File: src/rtl/regfile_wb_arb.sv
// regfile_wb_arb: round-robin arbiter in front of the single register-file write port.
// NREQ writeback sources compete through valid/ready handshakes. The winner's address and
// data are registered onto ar3o/r3o/we3o one cycle after the grant.
// A saturating counter records the cycles in which more than one source was waiting.
// Optional feature macro: REGFILE_WB_ARB_FWD_EN. When it is defined, the block adds
// write-to-read forwarding outputs for two decode read ports.
module regfile_wb_arb #(
  parameter int NREQ  = 2,
  parameter int CNT_W = 16
) (
  input  logic                 clk,
  input  logic                 rst,
  input  logic [NREQ-1:0]      req_valid,
  input  logic [5*NREQ-1:0]    req_addr,
  input  logic [32*NREQ-1:0]   req_data,
  output logic [NREQ-1:0]      req_ready,
  input  logic                 wb_hold,
  output logic                 we3o,
  output logic [4:0]           ar3o,
  output logic [31:0]          r3o,
`ifdef REGFILE_WB_ARB_FWD_EN
  input  logic [4:0]           ar1i,
  input  logic [4:0]           ar2i,
  output logic                 fwd1_hit,
  output logic                 fwd2_hit,
  output logic [31:0]          fwd1_data,
  output logic [31:0]          fwd2_data,
`endif
  output logic [CNT_W-1:0]     conf_cnt
);

  localparam int PTR_W = (NREQ > 1) ? $clog2(NREQ) : 1;

  // True when at least two bits of the request vector are set.
  function automatic logic multi_hot(input logic [NREQ-1:0] v);
    return (v & (v - NREQ'(1))) != '0;
  endfunction

  logic [PTR_W-1:0]  rr_ptr_r;
  logic [PTR_W:0]    sum_s;
  logic [PTR_W-1:0]  cand_s;
  logic [PTR_W-1:0]  gidx_s;
  logic [NREQ-1:0]   grant_s;
  logic              found_s;
  logic              xfer_s;
  logic [4:0]        win_addr_s;
  logic [31:0]       win_data_s;
  logic              we3o_r;
  logic [4:0]        ar3o_r;
  logic [31:0]       r3o_r;
  logic [CNT_W-1:0]  conf_cnt_r;

  // Round-robin search: first valid requester at or above rr_ptr, wrapping modulo NREQ.
  always_comb begin
    grant_s = '0;
    gidx_s  = '0;
    found_s = 1'b0;
    sum_s   = '0;
    cand_s  = '0;
    for (int i = 0; i < NREQ; i++) begin
      sum_s = {1'b0, rr_ptr_r} + (PTR_W+1)'(i);
      if (sum_s >= (PTR_W+1)'(NREQ)) begin
        sum_s = sum_s - (PTR_W+1)'(NREQ);
      end else begin
        sum_s = sum_s;
      end
      cand_s = sum_s[PTR_W-1:0];
      if (!found_s && req_valid[cand_s]) begin
        found_s         = 1'b1;
        gidx_s          = cand_s;
        grant_s[cand_s] = 1'b1;
      end else begin
        found_s = found_s;
      end
    end
  end

  // Select the winner's address and data; grant_s is one-hot or zero.
  always_comb begin
    win_addr_s = 5'd0;
    win_data_s = 32'd0;
    for (int k = 0; k < NREQ; k++) begin
      if (grant_s[k]) begin
        win_addr_s = req_addr[5*k +: 5];
        win_data_s = req_data[32*k +: 32];
      end else begin
        win_addr_s = win_addr_s;
      end
    end
  end

  // Grants are suppressed while the port is held or while reset is applied.
  assign xfer_s    = found_s & ~wb_hold & rst;
  assign req_ready = xfer_s ? grant_s : '0;

  // Advance the priority pointer past the requester that just transferred.
  always_ff @(posedge clk or negedge rst) begin
    if (!rst) begin
      rr_ptr_r <= '0;
    end else if (xfer_s) begin
      if (gidx_s == PTR_W'(NREQ-1)) begin
        rr_ptr_r <= '0;
      end else begin
        rr_ptr_r <= gidx_s + PTR_W'(1);
      end
    end else begin
      rr_ptr_r <= rr_ptr_r;
    end
  end

  // Register the write port; an x0 write is accepted but never enabled.
  always_ff @(posedge clk or negedge rst) begin
    if (!rst) begin
      we3o_r <= 1'b0;
      ar3o_r <= 5'd0;
      r3o_r  <= 32'd0;
    end else if (xfer_s) begin
      we3o_r <= (win_addr_s != 5'd0);
      ar3o_r <= win_addr_s;
      r3o_r  <= win_data_s;
    end else begin
      we3o_r <= 1'b0;
      ar3o_r <= ar3o_r;
      r3o_r  <= r3o_r;
    end
  end

  // Count cycles with two or more requesters waiting, saturating at all-ones.
  always_ff @(posedge clk or negedge rst) begin
    if (!rst) begin
      conf_cnt_r <= '0;
    end else if (multi_hot(req_valid) && !wb_hold && (conf_cnt_r != {CNT_W{1'b1}})) begin
      conf_cnt_r <= conf_cnt_r + CNT_W'(1);
    end else begin
      conf_cnt_r <= conf_cnt_r;
    end
  end

  assign we3o     = we3o_r;
  assign ar3o     = ar3o_r;
  assign r3o      = r3o_r;
  assign conf_cnt = conf_cnt_r;

`ifdef REGFILE_WB_ARB_FWD_EN
  // Bypass the write being committed this cycle to the decode read ports.
  assign fwd1_hit  = we3o_r & (ar3o_r == ar1i) & (ar1i != 5'd0);
  assign fwd2_hit  = we3o_r & (ar3o_r == ar2i) & (ar2i != 5'd0);
  assign fwd1_data = fwd1_hit ? r3o_r : 32'd0;
  assign fwd2_data = fwd2_hit ? r3o_r : 32'd0;
`endif

endmodule

File: config.mk
export PLATFORM = sky130hd
export DESIGN_NAME = regfile_wb_arb
export DESIGN_NICKNAME = d
export VERILOG_FILES = /design/src/rtl/regfile_wb_arb.sv
export SDC_FILE = /design/constraint.sdc
export NUM_CORES = 1
export LEC_CHECK = 0
export ABC_AREA = 1
export BUFFER_PORTS_ARGS = -buffer_cell sky130_fd_sc_hd__buf_2
export CORE_MARGIN = 8
export CORE_UTILIZATION = 37
export CTS_BUF_LIST = sky130_fd_sc_hd__clkbuf_4
export DETAILED_ROUTE_END_ITERATION = 6
export PLACE_DENSITY = 0.71
export SYNTH_ARGS = -nofsm -noshare
export SYNTH_HDL_FRONTEND = slang
export SYNTH_SLANG_ARGS = --single-unit
File: constraint.sdc
create_clock -name clk -period 3.55 [get_ports clk]
set_clock_uncertainty 0.1 [all_clocks]
set_input_delay 0.1775 -clock clk [delete_from_list [all_inputs] [get_ports clk]]
set_output_delay 0.1775 -clock clk [all_outputs]
set_load 0.03 [all_outputs]
Word-level counts from Yosys, hierarchy flattened
Index checks and enable logic that the tools add are counted.
Widths: inputs -> output; s select.

operators by class
  add/sub/neg operators = 6
  $lt $le $gt $ge = 6
  eq/ne operators = 1
  multiplexer cells = 23
  bitwise logic cells = 5
  reductions and logical operators = 9

operators with widths
  cell                   number
  $mux 32                2
  $add 16x1->16 const B  1
  $ne 16x16->1 const B   1
  $mux 1                 14
  $mux 5                 2
  $mux 2                 3
  $logic_and 1x1->1      5
  $reduce_bool 5->1      1
  $lt 1x2->1 const B     2
  $add 1x1->2 const B    1
  $and 1x1->1            2
  $and 2x2->2            1
  $demux 1 s1            2
  $ge 1x1->1 const B     2
  $ge 1x2->1 const B     1
  $ge 2x2->1 const B     1
  $logic_not 1->1        2
  $or 2x2->2             1
  $reduce_bool 2->1      1
  $sub 1x1->1 const B    2
  $sub 2x1->2 const B    1
  $add 1x1->1 const B    1
  $not 1->1              1

storage, ports and cells
  flip-flop bits (word level) = 55
  input bits = 79
  output and inout port bits = 56
  logic and storage cells = 55

Longest topological paths before layout
Gate-level depths: netlist of run 1.

  word-level depth = 13
  gate-level depth with buffers = 9
  mapped depth without buffers = 9

Least setup slack after synthesis of run 1
OpenSTA, ideal clock, no wires.

  path kind = register to register
  start = reg conf_cnt_r[1] (netlist: conf_cnt[1])
  end = reg conf_cnt_r[10] (netlist: conf_cnt[10])
  library setup time = 117 ps
  data arrival time = 1,562 ps
  data required time = 3,333 ps
  slack = 1,771 ps
  stages on the path, launching flop included = 10
  buffers on the path = 1
  period minus slack after synthesis = 1,779 ps
  path through = dfrtp_1 > ha_1 > nand3_2 > clkinv_1 > nand2_2 > o21ai_4 > inv_2 > buf_6 > nand2_1 > nand2_1

on the way
  cells in the longest elaborated chain, start to end = 2
  elaborated cells between the ends (all ways) = 3
  those cells by class = add/sub (1); eq/ne (1); reduce/logical (1)

ends and longest elaborated chain
  what                                                                   line  source
  start, declared                                                        51    logic [CNT_W-1:0] conf_cnt_r;
  start signal, assigned                                                 133   conf_cnt_r <= conf_cnt_r + CNT_W'(1);
  start signal, assigned                                                 135   conf_cnt_r <= conf_cnt_r;
  parallel branches: the longest is 2 deep, another holds $add 16x1->16  n/a

Several ways; the timed one is not identified.
A chain may end at the register's enable or synchronous reset.

Worst setup path after layout of run 1
  start = in rst
  end = reg r3o_r[8] (netlist: r3o[8])

on the way
  cells in the longest elaborated chain, start to end = 1

ends and longest elaborated chain
  what                  line  source
  start, declared       12    input logic rst,
  $and 1x1->1           93    assign xfer_s = found_s & ~wb_hold & rst;
  end signal, assigned  120   r3o_r <= win_data_s;
  end signal, assigned  124   r3o_r <= r3o_r;
  end, declared         50    logic [31:0] r3o_r;

Every way passes these cells.

==> results of run 1 <==
[per-stage QoR]
step           hold WS (ns)  area (µm²)
6_report             0.0220        4220
3_5_place_dp          0.282        3490
3_3_place_gp          0.278        3490
5_1_grt              0.0150        4220
4_1_cts              0.0113        4220
2_1_floorplan        -0.218        2750
[layer usage]
metal	up-vias	wire, µm	global-route usage [%]
met5	-	0	0
met4	0	163	5.76
met3	16	798	6.27
met2	130	4480	30.4
met1	1430	3820	21.2
li1	1504	-	-
[logic make-up after synthesis]
| kind of cell | Yosys count | share of synthesized area, % |
|---|---|---|
| buffers and inverters | 36 | 6.05 |
| DFF | 55 | 50.0 |
| adders and majority gates | 1 | 0.455 |
| AOI/OAI and AO/OA | 31 | 7.78 |
| xor gates and xnor gates | 7 | 2.23 |
| and+or+nand+nor | 221 | 33.4 |
[cell type report]
| cell class | instances | area [µm²] |
|---|---|---|
| fill | 666 | 3000 |
| timing repair buffer | 203 | 1350 |
| multi-input combinational | 260 | 1210 |
| clock inverter | 1 | 30.0 |
| inverter | 22 | 82.6 |
| sequential | 55 | 1380 |
| clock buffer | 6 | 45.0 |
| tap | 99 | 124 |
[worst max-delay path: stages]
cell           delay [ns]
dlygate4sd3_1        0.52
buf_2                0.12
nand2_1              0.11
a21oi_1              0.60
inv_2                0.45
a22oi_1              0.27
nand2_1              0.07
dlygate4sd3_1        0.56
[state kept, by name, summed over array words and instances, names as in the netlist, named ones only]
register  flops
conf_cnt     16
we3o          1
ar3o          5
r3o          32
[placed cells by master (no fill, tap or decap), types with 4 or more instances in the layout]
master,n
xnor2_1,7
inv_1,18
nor2_1,21
dlygate4sd3_1,65
o21ai_0,7
clkbuf_4,6
nand2_1,154
nor2_2,4
a31oi_1,4
nand2_2,4
buf_4,4
dfrtp_1,55
nand3_1,32
a22oi_1,16
buf_2,134
[final timing paths]
path,start,end,slack (ns)
worst max-delay path,rst,r3o[8],0.81
worst min-delay path,req_addr[7],ar3o[2],0.02
worst max register to register,flop,r3o[8],0.97
worst min register to register,ar3o[1],ar3o[1],0.42
max in group asynchronous,rst,r3o[23],2.48
min in group asynchronous,rst,conf_cnt[9],0.41
[report_power, final]
group / leakage (nW) / switching [mW] / internal (mW)
registers: 0.696 / 0.0724 / 0.724
logic: 1.51 / 0.396 / 0.278
clock network: 0.0417 / 0.189 / 0.153
==> results.md, run 1 <==
* Status: finished, final reports clean
* Yosys reg bits at 55
* Top-count cell post-synth: nand2_1
* Share of the synthesized area in the top cell type at 50.0%
* Congestion Overflow GR at 0
* CP Launch Type: primary input
* CTS Buf Count at 5
* Die Area at 10,400 µm²
* Syn-to-layout area delta at 53.3%
* CP Capture Type: flop
* Share of cells above drive strength 1 at 29.1%
* Max Freq at 0.366 GHz
* Final Wtd Congestion at 0.847
* NumNets Final at 627
* Ant diodes at 0
* # DRC at 0
* Power Density at 430 nW/µm²
* H-tree levels at 2
* CORE AREA at 7210 µm²
* Crit path kind: in2reg
* Hold Violations, Final at 0
* IO buf count at 134
* Pre-CTS setup slack at 1.48 ns
* Final min period at 2.74 ns
* Root Driver: clkbuf_4
* Sink Count at 55
* Worst EP required at 3.72 ns
* # resized after CTS at 0
* PnR worst setup slack at 0.814 ns
* Syn Area/Cell at 7.84 µm²
* Pins over their slew limit at 0
* Finished Layout Cells at 646
* Hold_buf cts at 65
* Yosys top cell by area: dfrtp_1
* Synth unique cells at 26
* Drt wl/cell at 14.3 µm
* Hold path depth at 3
* Syn Std Cell Area at 2750 µm²
* Register-to-Register Path Depth at 7
* Largest net degree at the start of global routing at 56
* Max-Cap Viols at 0
* Synth cell count leaders: nand2_1, dfrtp_1, nand3_1
* Power Total at 1.81 mW
* Setup violations, final at 0
* Via count at 3,080
* Setup TNS at 0 ns
* Synth warn at 0
* Least-Margin Pin Slew at 0.909 ns
* Cells after synthesis at 351
* Clock-pin slew on the worst setup and hold paths at 0.15 ns
* Num rows at 31
* Critical Path AT at 2.90 ns
* Top flip-flop cell by instance count after synthesis: dfrtp_1
* Routed wire length at 9260 µm
* Asr flop ratio synth at 100%
* Die W at 102 µm
* Postcts setup bufs at 0
* Clk Latency, worst-skew pair at 0.37 ns
* Post-synth EDFFs at 0
* CTS tree: built
* Initial antenna violation count at 0
* Unrepaired setup endpoints after global routing: no
* Vias per Instance at 4.77
* DRT Pass-1 Iters at 4
* Dpl cells at 574
* Leakage power at 2.25 nW
* Final critical-path share of the clock period at 77.1%
* Hold WC Path Type: in2reg
* Max VDD drop at 0.000220 V
* Routed Antenna Nets at 0
* Register area share after synthesis at 50.0%
* Final HPWL from detailed placement at 6170 µm
* Syn_nets at 431
* Die Y at 102 µm
* Max-slew headroom at 39.3%
* Starting Density at 38.1%
* IO Count at 135
* Total track usage at 18.1%
* Initial DRC Count at 137
* Vias in the first global route at 3,164
* Clock Path Buffers at 2
* Fin util at 58.4%
* First-pass GRT wire length at 15,100 µm
* Top cells by area, synth: dfrtp_1, nand2_1, nand3_1
* CP Max Fanout at 34
No activity file was read; power rests on OpenSTA's default activity.
==> run 2: changes to the inputs <==
clock period = 2.7 ns   (was 3.55 ns; I/O delays follow)
==> results.md, run 2 (synthesis gave the netlist of run 1 again) <==
* Status: finished, final reports clean
* Final HPWL from detailed placement at 5990 µm
* Crit path kind: reg2reg
* Die Y at 102 µm
* Setup violations, final at 0
* Root Driver: clkbuf_4
* H-tree levels at 2
* R2R Path End: r3o[20]
* CTS Buf Count at 5
* Max-Cap Viols at 0
* Vias per Instance at 4.68
* Crit path to: r3o[20]
* Post-Layout Inst Area at 4320 µm²
* Die Area at 10,400 µm²
* Routed length on met1 at 3730 µm
* Total track usage at 17.8%
* Top sig layer: met4
* PnR worst setup slack at 0.439 ns
* Clock-pin slew on the worst setup and hold paths at 0.17 ns
* Number of fill cells at 631
* Routed Antenna Nets at 0
* Hold WC Path Type: in2reg
* WL met3 at 865 µm
* Max Freq at 0.442 GHz
* Vias in the first global route at 3,173
* CP Capture Type: flop
* CORE AREA at 7210 µm²
* Pins over their slew limit at 0
* CP Launch Type: flop
* R2R Setup Slk at 0.44 ns
* Final critical-path share of the clock period at 83.8%
* DRT Pass-1 Iters at 4
* Max FFs per register at 32
* Min Hold Slack at 0.0163 ns
* IO buf count at 134
* Sink Count at 55
* CTS tree: built
* Least-Margin Pin Slew at 0.710 ns
* Initial DRC Count at 87
* Final Wtd Congestion at 0.860
* Clock Path Buffers at 2
* Max-slew headroom at 52.7%
* # DRC at 0
* NumNets Final at 638
* First-pass GRT wire length at 15,000 µm
* Share of cells above drive strength 1 at 28.6%
* Syn-to-layout area delta at 57.1%
* Drt wl/cell at 14.0 µm
* Flip-flop and latch area at 1380 µm²
* Initial antenna violation count at 0
* Congestion Overflow GR at 0
* Fin util at 59.9%
* Hold_buf cts at 76
* # resized after CTS at 0
* Clk Latency, worst-skew pair at 0.37 ns
* Ant diodes at 0
* Critical Path AT at 2.48 ns
* Num rows at 31
* Power Density at 539 nW/µm²
* IO Count at 135
* Postcts setup bufs at 0
* Setup TNS at 0 ns
* Placed Area at 3500 µm²
* Final min period at 2.26 ns
* Register-to-Register Path Depth at 7
* Leakage power at 2.29 nW
* Die W at 102 µm
* Worst EP required at 2.92 ns
* CP Max Fanout at 23
* Multi-input gate area in the final layout at 1210 µm²
* Via count at 3,082
* Starting Density at 38.1%
* Unrepaired setup endpoints after global routing: no
* Largest net degree at the start of global routing at 56
* Routed wire length at 9190 µm
* Pre-CTS setup slack at 0.821 ns
* Commonest non-fill, non-tap cell in the layout: nand2_1
* Hold Violations, Final at 0
* Most frequent cells in the layout: nand2_1, buf_2, dlygate4sd3_1
* WL met2 at 4430 µm
* Max VDD drop at 0.000276 V
-- run 2: layout make-up --
cell class	instances	share of cell area (%)
timing repair buffer	214	34.1
sequential	55	31.9
multi-input combinational	260	27.9
tap	99	2.87
inverter	22	1.91
clock buffer	5	0.869
clock inverter	3	0.434
-- run 2: worst min-delay path by stage --
stage | startpoint | endpoint | slack [ns] | cells past startpoint
floorplan | rst | async pin | -0.26 | 0
global placement | req_data[15] | r3o[15] | 0.24 | 3
detailed placement | req_data[59] | r3o[27] | 0.25 | 3
CTS | wb_hold | conf_cnt[12] | 0.0006 | 4
global route | wb_hold | conf_cnt[12] | 0.02 | 4
finish | wb_hold | conf_cnt[12] | 0.02 | 4
-- run 2: through the flow --
stage	power [mW]	instances
4_1_cts	2.34	658
6_report	2.33	658
3_5_place_dp	1.78	574
2_1_floorplan	1.51	351
3_3_place_gp	1.77	574
5_1_grt	2.46	658
-- run 2: per-layer routing --
layer	track usage [%]	vias up
met3	6.27	16
li1	-	1532
met2	29.8	137
met1	20.9	1397
met4	5.42	0
met5	0	-
-- run 2: report_power, final --
part           switching (mW)  internal, mW  leakage, nW
logic                   0.529         0.389         1.55
clock network           0.262         0.103       0.0354
registers              0.0962         0.951        0.696
total                   0.887          1.44         2.29
-- run 2: worst max-delay path, cell delays in order (launching register included) --
cell and delay (ns):
dfrtp_1 0.43, nand2_1 0.16, nand2_1 0.09, nor2_2 0.44
buf_12 0.23, a22oi_1 0.10, nand2_1 0.09, dlygate4sd3_1 0.55
==> run 3: changes to the inputs <==
ABC_AREA = 0   (was 1)
PLACE_DENSITY = 0.75   (was 0.71)
clock period = 2.04 ns   (was 2.7 ns; I/O delays follow)
==> results.md, run 3 <==
* Hold Violations, Final at 0
* Yosys top cell by area: dfrtp_1
* CTS tree: built
* Clk pwr share at 16.0%
* Via count at 2,611
* Initial antenna violation count at 0
* Psw at 1.18 mW
* Routed Antenna Nets at 0
* Pins over their slew limit at 0
* Final critical-path share of the clock period at 95.7%
* Most frequent cells in the layout: buf_2, dlygate4sd3_1, dfrtp_1
* Switching fraction of total power at 38.6%
* # DRC at 0
* Post-synth EDFFs at 0
* Die Y at 97.8 µm
* Synth cell count leaders: dfrtp_1, inv_1, a222oi_1
* Die Area at 9570 µm²
* CP Max Fanout at 10
* First-pass GRT wire length at 14,200 µm
* Syn Std Cell Area at 2480 µm²
* Max Freq at 0.512 GHz
* Cells after synthesis at 214
* Setup TNS at 0 ns
* Final Wtd Congestion at 0.802
* Sink Count at 55
* Top-count cell post-synth: dfrtp_1
* Least-Margin Pin Slew at 1.09 ns
* DRT Pass-1 Iters at 5
* Pre-CTS setup slack at 0.183 ns
* Syn-to-layout area delta at 62.8%
* CP Capture Type: primary output
* Register area share after synthesis at 55.5%
* Yosys reg bits at 55
* Status: finished, final reports clean
* Logic pwr share at 37.2%
* Vias in the first global route at 2,831
* Clk Latency, worst-skew pair at 0.37 ns
* IO Count at 135
* Clock-pin slew on the worst setup and hold paths at 0.14 ns
* Max-Cap Viols at 0
* Initial DRC Count at 149
* Syn Area/Cell at 11.6 µm²
* IO buf count at 134
* Leakage power at 2.18 nW
* Synth warn at 0
* CTS Buf Count at 5
* Max FFs per register at 32
* PnR worst setup slack at 0.0868 ns
* Drt wl/cell at 17.5 µm
* Final HPWL from detailed placement at 5190 µm
* Vias per Instance at 5.19
* Final min period at 1.95 ns
* Power Density at 755 nW/µm²
* CORE AREA at 6640 µm²
* Die W at 97.8 µm
* NumNets Final at 502
* Asr flop ratio synth at 100%
* Congestion Overflow GR at 0
* Fin util at 60.7%
* Max-slew headroom at 27.0%
* Top cells by area, synth: dfrtp_1, a222oi_1, inv_1
* Top flip-flop cell by instance count after synthesis: dfrtp_1
* Syn_nets at 294
* Share of the synthesized area in the top cell type at 55.5%
* Starting Density at 37.3%
* Finished Layout Cells at 503
* Commonest non-fill, non-tap cell in the layout: buf_2
* H-tree levels at 2
* Share of cells above drive strength 1 at 37.4%
* Placed Area at 3210 µm²
* Hold WC Path Type: in2reg
* Num rows at 30
* Unrepaired setup endpoints after global routing: yes
* CP Launch Type: primary input
* Worst EP required at 1.84 ns
* Clock Path Buffers at 2
* Setup violations, final at 0
* Dpl cells at 419
* Crit path kind: in2out
* Ant diodes at 0
* Largest net degree at the start of global routing at 56
* Cell internal pwr at 1.87 mW
* Max VDD drop at 0.000496 V
* Critical Path AT at 1.75 ns
* Synth unique cells at 42
* Power Total at 3.05 mW
* Postcts setup bufs at 0
* Post-Layout Inst Area at 4040 µm²
* Routed wire length at 8830 µm
* Root Driver: clkbuf_4
* Reg power frac at 46.8%
* Min Hold Slack at 0.132 ns
* Total track usage at 18.0%
-- run 3: metal layers --
layer | routed length [µm] | global-route usage, % | vias to the layer above | part of all wire [%]
met5 | 0 | 0 | - | 0
met2 | 4470 | 32.8 | 137 | 51
met3 | 738 | 6.83 | 21 | 8.4
li1 | - | - | 1222 | -
met4 | 223 | 6.35 | 0 | 2.5
met1 | 3400 | 18.4 | 1231 | 39
-- run 3: path summary, 6_finish.rpt --
| kind | start | to | slack [ns] | depth (start not counted) |
|---|---|---|---|---|
| hold / removal | req_addr[6] | we3o | 0.13 | 4 |
| max in group asynchronous | rst | r3o[1] | 1.05 | 3 |
| min in group asynchronous | rst | r3o[18] | 0.33 | 3 |
| setup / recovery | req_valid[1] | req_ready[0] | 0.09 | 6 |
| hold reg to reg | r3o[1] | r3o[1] | 0.40 | 2 |
| setup reg to reg | conf_cnt[0] | conf_cnt[1] | 0.14 | 5 |
-- run 3: layout make-up --
class	instances	area (µm²)
Sequential cell	55	1380
Clock inverter	1	5.00
Timing Repair Buffer	214	1470
Tap cell	80	100
Clock buffer	7	52.6
Multi-Input combinational cell	113	908
Inverter	33	124
Fill cell	557	2610
-- run 3: kinds of logic after synthesis --
kind of cell | count (synthesis) | synth area share [%]
compound gates | 50 | 17.8
xor+xnor | 10 | 3.53
fa+ha+maj | 1 | 0.505
buf+inv | 46 | 8.28
flops | 55 | 55.5
mux | 4 | 1.97
simple gates | 48 | 12.4
-- run 3: power groups by stage --
stage | logic (mW) | registers [mW] | clock network, mW
global route | 1.22 | 1.45 | 0.537
finish | 1.13 | 1.43 | 0.486
floorplan | 0.269 | 1.79 | 0
detailed placement | 1.01 | 1.43 | 0
global placement | 0.991 | 1.43 | 0
CTS | 1.13 | 1.42 | 0.509
-- run 3: what timing repair did --
| item | 4_1_cts | 5_1_grt |
|---|---|---|
| endpoints found under the hold margin | 93 | 0 |
| resized for setup | 0 | 2 |
| setup endpoints to repair | 0 | 2 |
| hold buffers | 76 | 0 |
-- run 3: worst max-delay path: stages --
cell,delay [ns]
dlygate4sd3_1,0.55
buf_2,0.20
a21boi_2,0.30
and2_1,0.21
buf_4,0.17
buf_2,0.22
